[src/rtl/imem_loader_arb.sv]
// imem_loader_arb: streams a program image into the instruction memory over a
// valid/ready word interface, stalls the pipeline until a load has completed,
// then arbitrates fetch-stage read access to the memory.
module imem_loader_arb #(
  parameter int DEPTH = 256,
  parameter int AW    = 8
) (
  input  logic          clk,
  input  logic          rst,
  // program source
  input  logic          load_start,
  input  logic [AW:0]   load_len,
  input  logic          load_valid,
  input  logic [31:0]   load_data,
  output logic          load_ready,
  output logic          load_done,
  output logic [AW:0]   load_count,
  // memory write port
  output logic          mem_we,
  output logic [AW-1:0] mem_waddr,
  output logic [31:0]   mem_wdata,
  // fetch stage and memory read port
  input  logic          fetch_req,
  input  logic [31:0]   fetch_addr,
  output logic [AW-1:0] mem_raddr,
  input  logic [31:0]   mem_rdata,
  output logic [31:0]   fetch_instr,
  output logic          fetch_gnt,
  output logic          cpu_stall,
  output logic          fetch_err
);

  typedef enum logic [1:0] {
    IDLE = 2'd0,
    LOAD = 2'd1,
    DONE = 2'd2,
    RUN  = 2'd3
  } state_t;

  localparam logic [AW:0] DEPTH_W = (AW+1)'(DEPTH);
  localparam logic [AW:0] ONE_W   = (AW+1)'(1);

  state_t      state_q;
  logic [AW:0] len_q;
  logic [AW:0] count_q;
  logic [AW:0] count_d;
  logic        done_q;
  logic        err_q;

  logic [AW:0] len_clamped;
  logic        handshake;
  logic        in_run;
  logic        aligned;
  logic        in_range;
  logic        fetch_ok;

  // Oversized load requests are limited to the memory depth.
  assign len_clamped = (load_len > DEPTH_W) ? DEPTH_W : load_len;

  assign handshake = (state_q == LOAD) && load_valid;
  assign count_d   = count_q + ONE_W;
  assign in_run    = (state_q == RUN);

  // Word-aligned and inside the memory window; upper address bits must be zero.
  assign aligned  = (fetch_addr[1:0] == 2'b00);
  assign in_range = (fetch_addr[31:AW+2] == '0);
  assign fetch_ok = aligned && in_range;

  // Combinational decodes: the memory captures the write on the handshake edge,
  // and reset forces the state to IDLE so mem_we drops without waiting for a clock.
  assign load_ready  = (state_q == LOAD);
  assign mem_we      = handshake;
  assign mem_waddr   = count_q[AW-1:0];
  assign mem_wdata   = load_data;
  assign mem_raddr   = fetch_addr[AW+1:2];
  assign fetch_gnt   = in_run && fetch_req && fetch_ok;
  assign fetch_instr = fetch_gnt ? mem_rdata : 32'd0;
  assign cpu_stall   = !in_run;
  assign load_done   = done_q;
  assign load_count  = count_q;
  assign fetch_err   = err_q;

  // Load/run sequencer with registered done pulse, word count and sticky fetch error.
  always_ff @(posedge clk or posedge rst) begin
    if (rst) begin
      state_q <= IDLE;
      len_q   <= '0;
      count_q <= '0;
      done_q  <= 1'b0;
      err_q   <= 1'b0;
    end else begin
      done_q <= 1'b0;
      case (state_q)
        IDLE: begin
          if (load_start) begin
            len_q   <= len_clamped;
            count_q <= '0;
            err_q   <= 1'b0;
            if (len_clamped == '0) begin
              state_q <= DONE;
              done_q  <= 1'b1;
            end else begin
              state_q <= LOAD;
            end
          end
        end
        LOAD: begin
          // load_start is deliberately not looked at here.
          if (handshake) begin
            count_q <= count_d;
            if (count_d == len_q) begin
              state_q <= DONE;
              done_q  <= 1'b1;
            end
          end
        end
        DONE: begin
          state_q <= RUN;
        end
        RUN: begin
          // A reload takes priority over flagging a bad fetch in the same cycle.
          if (load_start) begin
            len_q   <= len_clamped;
            count_q <= '0;
            err_q   <= 1'b0;
            if (len_clamped == '0) begin
              state_q <= DONE;
              done_q  <= 1'b1;
            end else begin
              state_q <= LOAD;
            end
          end else if (fetch_req && !fetch_ok) begin
            err_q <= 1'b1;
          end
        end
        default: begin
          state_q <= IDLE;
        end
      endcase
    end
  end

endmodule
[config.mk]
export PLATFORM = sky130hd
export DESIGN_NAME = imem_loader_arb
export DESIGN_NICKNAME = d
export VERILOG_FILES = /design/src/rtl/imem_loader_arb.sv
export SDC_FILE = /design/constraint.sdc
export NUM_CORES = 1
export LEC_CHECK = 0
export CORE_ASPECT_RATIO = 2
export CORE_UTILIZATION = 32
export CTS_BUF_LIST = sky130_fd_sc_hd__clkbuf_2 sky130_fd_sc_hd__clkbuf_4 sky130_fd_sc_hd__clkbuf_8
export CTS_CLUSTER_DIAMETER = 120
export DETAILED_ROUTE_END_ITERATION = 7
export GPL_TIMING_DRIVEN = 0
export PLACE_DENSITY = 0.95
export REMOVE_ABC_BUFFERS = 1
export SLEW_MARGIN = 25
export SYNTH_ARGS = -nofsm -noshare
export SYNTH_HDL_FRONTEND = slang
export SYNTH_SLANG_ARGS = --single-unit
[constraint.sdc]
create_clock -name clk -period 3.6 [get_ports clk]
set_clock_uncertainty 0.15 [all_clocks]
set_input_delay 0.9 -clock clk [delete_from_list [all_inputs] [get_ports clk]]
set_output_delay 0.9 -clock clk [all_outputs]
set_load 0.01 [all_outputs]
==> results of run 1 <==
==> Yosys cell counts, drive strengths merged <==
cell type / count / area share (%)
a31oi: 2 / 0.63
o32a: 1 / 0.50
and2: 33 / 10
o2111ai: 1 / 0.44
inv: 6 / 1.1
nand3b: 1 / 0.38
nand2: 34 / 6.4
o31ai: 6 / 2.3
nor2: 5 / 0.94
nand2b: 12 / 3.8
ha: 5 / 3.1
and3: 1 / 0.31
nor3b: 1 / 0.38
buf: 50 / 19
nor3: 2 / 0.50
o41ai: 2 / 0.88
or2: 1 / 0.44
dfrtp: 22 / 28
nor4: 7 / 2.2
a21oi: 2 / 0.50
or3: 2 / 0.63
a211oi: 1 / 0.63
nand3: 6 / 2.1
nand4: 2 / 0.63
o21a: 1 / 0.38
a211o: 1 / 0.44
and4: 1 / 0.44
o21ai: 15 / 3.8
xor2: 2 / 0.88
xnor2: 10 / 4.8
nor2b: 3 / 0.94
a21boi: 1 / 0.38
mux2: 1 / 0.57
a311o: 1 / 0.50
clkbuf: 7 / 1.3
==> placed cells by master (no fill, tap or decap), drive strengths merged, types with 2 or more instances in the layout <==
cell type,instances
clkdlybuf4s50,76
buf,38
nand2,34
and2,33
dfrtp,22
o21ai,15
nand2b,12
dlymetal6s2s,11
xnor2,10
nor4,7
inv,6
o31ai,6
nand3,6
nor2,5
ha,5
clkbuf,4
dlygate4sd2,4
nor2b,3
nand4,2
o41ai,2
xor2,2
or3,2
a31oi,2
a21oi,2
nor3,2
==> timing repair <==
action,4_1_cts,5_1_grt
gates resized for setup,153,21
gates cloned,2,0
setup endpoints to repair,33,33
pin swaps,5,7
setup buffers,3,0
==> power by group through the flow <==
stage               Sequential (mW)  Combinational (mW)  Clock [mW]
global placement              0.408               0.721           0
floorplan                     0.413               0.447           0
global route                  0.422               0.831       0.192
finish                        0.411               0.762       0.179
CTS                           0.410               0.754       0.182
detailed placement            0.414               0.743           0
==> through the flow <==
stage / instances / power (mW) / utilization, % / hold slack (ps)
CTS: 388 / 1.35 / 48.9 / 356
finish: 388 / 1.35 / 50.0 / 355
global route: 388 / 1.45 / 50.0 / 393
global placement: 378 / 1.13 / 48.5 / 319
detailed placement: 379 / 1.16 / 48.7 / 338
floorplan: 191 / 0.859 / - / 319
==> metal layers <==
layer	part of all wire, %	routed length [um]	global-route usage [%]	vias up
met4	9.1	913	22.4	0
li1	-	-	-	928
met3	18	1830	20.9	26
met2	51	5110	53.9	224
met1	22	2200	18.7	939
met5	0	0	0	-
==> final timing paths <==
kind,from,to,slack (ps),depth (start not counted)
min in group asynchronous,rst,load_count[1],970,2
worst max-delay path,fetch_addr[23],fetch_instr[20],60,8
worst max register to register,state_q[0],load_count[7],930,7
max in group asynchronous,rst,load_count[5],1790,2
worst min-delay path,len_q[0],len_q[0],350,2
worst min register to register,len_q[0],len_q[0],350,2
==> worst max-delay path, cell delays in order <==
cell and delay [ps]:
clkdlybuf4s50_1 420, nor4_2 260, nand4_1 200, nor3_4 170, buf_6 160, buf_6 130
and2_4 130, buf_2 120
==> cell families after synthesis <==
group	Yosys count	synth area share (%)
and+or+nand+nor	111	30.5
buffers and inverters	63	21.1
xor gates and xnor gates	12	5.66
adders and majority gates	5	3.15
AOI/OAI and AO/OA	34	11.3
muxes	1	0.566
DFF	22	27.7
==> sequential cells by signal (all words and copies together), names as in the netlist <==
name        cells
state_q         2
load_count      9
len_q           9
load_done       1
fetch_err       1
==> layout make-up <==
class,count,area share (%)
Sequential cell,22,18.3
Clock buffer,4,1.83
Timing Repair Buffer,130,40.1
Inverter,6,0.750
Tap cell,63,2.63
Multi-Input combinational cell,163,36.3
==> results.py, run 1 <==
metrics = {
    "clock_tree": {
        "cts_hold_buf": 0,
        "clkLatencyLatePin_ps": 270,
        "clock_sinks": 22,
        "cts-root-buf": "clkbuf_8",
        "htreeDepth": 1,
        "cts_tree": "yes",
        "path_clk_slew_ps": 80,
        "clock_path_buffers": 2,
        "cts_buffers": 3,
    },
    "global_routing": {
        "overflow": 0,
        "first_global_vias": 1987,
        "antenna_found_initial": 0,
        "grt_max_degree": 23,
        "grt_usage_pct": 29.7,
        "grt_pass1_wl_um": 13200,
    },
    "cells_and_area": {
        "stdcell_area_sq_um": 3000,
        "n_fill_cell": 554,
        "syn_to_final_growth_pct": 51.0,
        "multi_input_area_sq_um": 1090,
        "fin_nets": 441,
        "antenna_cells": 0,
        "regArea_sq_um": 551,
        "drive_gt1_share_pct": 19.4,
    },
    "drt": {
        "drt_pre_antenna_iters": 6,
        "wl_per_cell_um": 25.9,
        "postRouteAntennaNets": 0,
        "wl_um": 10100,
        "drt_iter0_drc": 96,
        "vias": 2117,
        "via_per_inst": 5.46,
        "drc_errors": 20,
    },
    "place": {
        "placed_area_sq_um": 2920,
        "post-place-ws_ps": -1010,
        "hpwl_um": 8440,
        "port_buffers": 124,
        "place_congestion": 0.886,
    },
    "die": {
        "coreArea_sq_um": 6010,
        "die_area_sq_um": 6550,
        "design.portCount": 205,
        "die_h_um": 113,
        "rows": 40,
        "initial_core_util_pct": 33.1,
        "die_x_um": 57.7,
    },
    "setup_path": {
        "path_class": "input port to output pin",
        "worst-path-max-fanout": 8,
        "cp_data_required_time_ps": 2550,
        "cp-end-kind": "output pin",
        "start_kind": "input port",
        "crit_arrival_ps": 2490,
    },
    "power_and_ir_drop": {
        "combPwrFrac_pct": 56.3,
        "clkPwrFrac_pct": 13.3,
        "pwr-share-seq_pct": 30.4,
        "p_leak_nw": 1.42,
        "power.density_nw_per_um2": 450,
        "switchingPower_mw": 0.570,
        "ir_worst_vdd_v": 0.000347,
        "power.internal_mw": 0.781,
        "switching_share_pct": 42.2,
    },
    "sta": {
        "setup_tns_ps": 0,
        "fin_crit_sh_pct": 98.3,
        "finalHoldViolCount": 0,
        "drv_slew": 0,
        "fmax_mhz": 283,
        "worst_pin_slew_ps": 869,
        "min_period_ps": 3540,
        "worst_slack_ps": 62.7,
        "maxSlewHeadroom_pct": 42.0,
        "setup_viol": 0,
    },
    "outcome": {
        "status": "finished with violations",
        "violations": "DRC",
    },
    "logic_synthesis": {
        "synthCells": 248,
        "ys_warn_count": 0,
        "ys_ff_latch": 22,
        "syn_avg_cell_area_sq_um": 8.02,
        "seq_area_frac_synth_pct": 27.7,
        "netlist_area_sq_um": 1990,
        "yosys.cell_types.count": 38,
    },
    "job": {
        "maxCapViolations": 0,
    },
    "min_path": {
        "min_path_type": "register to register",
    },
}
No activity file was read; power rests on OpenSTA's default activity.
==> inputs of run 2 (changes only) <==
CAP_MARGIN = 20   (was not set)
==> results of run 2 <==
Same layout as run 1: the final DEF is identical, and so are final timing and power.
==> inputs of run 3 (changes only) <==
RECOVER_POWER = 100   (was not set)
==> run 3 against run 2 <==
The flow still finishes with violations (DRC). Power barely moved. Largest cell class unchanged. Sequential cell count unchanged. First-iteration DRC count unchanged. Largest power group unchanged. Register-to-register slack hardly changed. Count of clock-buffer cells in the layout stayed put. Non-clock buffer count is the same. Clock power about the same. Via count unchanged. Worst setup slack unchanged. Final area unchanged. Die area is the same. Combinational power about the same.
==> results.py, run 3 (synthesized netlist as in run 1, its figures left out) <==
metrics = {
    "outcome": {
        "status": "finished with violations",
        "violations": "DRC",
    },
    "drt": {
        "drc_errors": 20,
        "vias": 2117,
        "drt_iter0_drc": 96,
        "wl_met1_um": 2200,
        "met3_length_um": 1830,
        "postRouteAntennaNets": 0,
        "top_layer": "met4",
        "drt_pre_antenna_iters": 6,
        "wl_per_cell_um": 25.9,
        "via_per_inst": 5.46,
        "dr_wl_met2_um": 5110,
        "wl_um": 10100,
    },
    "sta": {
        "fin_crit_sh_pct": 98.3,
        "setup_viol": 0,
        "drv_slew": 0,
        "setup_tns_ps": 0,
        "fmax_mhz": 283,
        "finalHoldViolCount": 0,
        "whs_ps": 355,
        "min_period_ps": 3540,
        "maxSlewHeadroom_pct": 42.0,
        "worst_pin_slew_ps": 869,
    },
    "setup_path": {
        "path_cells": "clkdlybuf4s50_1 -> nor4_2 -> nand4_1 -> nor3_4 -> buf_6 -> buf_6 -> and2_4 -> buf_2",
        "path_class": "input port to output pin",
        "slowest_delay_ps": 420,
        "worst-path-max-fanout": 8,
        "cp_data_required_time_ps": 2550,
        "slowest_stage": "clkdlybuf4s50_1",
        "reg2reg_depth": 7,
        "cp-end-kind": "output pin",
        "crit_arrival_ps": 2490,
        "rr_startpoint": "state_q[0]",
        "rrSetupSlack_ps": 930,
        "start_kind": "input port",
        "worst_r2r_endpoint": "load_count[7]",
        "critical_path.most_common_cell": "buf_6",
    },
    "clock_tree": {
        "cts_hold_buf": 0,
        "cts_buffers": 3,
        "path_clk_slew_ps": 80,
        "clkLatencyLatePin_ps": 270,
        "cts-root-buf": "clkbuf_8",
        "clock_sinks": 22,
        "clock_path_buffers": 2,
        "htreeDepth": 1,
        "cts_tree": "yes",
    },
    "die": {
        "coreArea_sq_um": 6010,
        "rows": 40,
        "die_area_sq_um": 6550,
        "design.portCount": 205,
        "initial_core_util_pct": 33.1,
        "die_x_um": 57.7,
        "die_h_um": 113,
    },
    "min_path": {
        "min_to": "len_q[0]",
        "min_from": "len_q[0]",
        "hold_depth": 2,
        "min_path_type": "register to register",
    },
    "place": {
        "placed_area_sq_um": 2920,
        "place_congestion": 0.886,
        "dp_cells": 379,
        "hpwl_um": 8440,
        "port_buffers": 124,
    },
    "power_and_ir_drop": {
        "power.density_nw_per_um2": 450,
        "p_leak_nw": 1.42,
        "ir_worst_vdd_v": 0.000347,
    },
    "global_routing": {
        "grt_pass1_wl_um": 13200,
        "antenna_found_initial": 0,
        "grt_max_degree": 23,
        "first_global_vias": 1987,
        "overflow": 0,
        "grt_usage_pct": 29.7,
    },
    "cells_and_area": {
        "stdcell_area_sq_um": 3000,
        "fin_nets": 441,
        "final_common_cell": "clkdlybuf4s50_1",
        "syn_to_final_growth_pct": 51.0,
        "finalNonFillerCells": 388,
        "layout_common_cells": "clkdlybuf4s50_1 (75), nand2_1 (34), buf_2 (26)",
        "drive_gt1_share_pct": 19.4,
        "antenna_cells": 0,
    },
    "job": {
        "maxCapViolations": 0,
    },
}
## run 3: how the worst max path moves through the flow
| stage | startpoint | to | cells past startpoint |
|---|---|---|---|
| finish | fetch_addr[23] | fetch_instr[20] | 8 |
| global route | fetch_addr[23] | fetch_instr[5] | 8 |
| CTS | fetch_addr[23] | fetch_instr[1] | 8 |
| detailed placement | fetch_addr[13] | fetch_instr[13] | 7 |
| global placement | fetch_addr[13] | fetch_instr[22] | 6 |
| floorplan | fetch_addr[27] | fetch_instr[0] | 4 |
## run 3: stage by stage
| stage | setup slack [ps] | power, mW | utilization [%] |
|---|---|---|---|
| global placement | -1860 | 1.13 | 48.5 |
| detailed placement | -1010 | 1.16 | 48.7 |
| CTS | 1.72 | 1.35 | 48.9 |
| finish | 62.7 | 1.35 | 50.0 |
| global route | -67.6 | 1.44 | 50.0 |
| floorplan | -362 | 0.859 | - |
## run 3: what timing repair did
action,in CTS,in global routing
hold endpoints to repair,0,0
cloned,2,0
gates resized for setup,153,21
pin swaps,5,7
endpoints found under the setup margin,33,33
buffers inserted,3,0
## run 3: final cells by class
cell class                 count  area [sq um]
fill                         554          3000
timing repair buffer         130          1200
multi-input combinational    163          1090
sequential                    22           551
tap                           63          78.8
clock buffer                   4          55.1
inverter                       6          22.5
## run 3: worst max-delay path: cells and delay by family
kind / cells / cell delay (ps)
buffers and inverters: 4 / 830
AND/OR/NAND/NOR: 4 / 760
## run 3: power breakdown
part | internal [mW] | switching (mW)
clock | 0.0976 | 0.0815
sequential | 0.327 | 0.0840
combinational | 0.357 | 0.405
total | 0.781 | 0.570
## run 3: metal layers
layer,vias up,GRT usage (%)
met1,939,18.7
met2,224,53.9
met5,-,0
met4,0,22.4
li1,928,-
met3,26,20.9
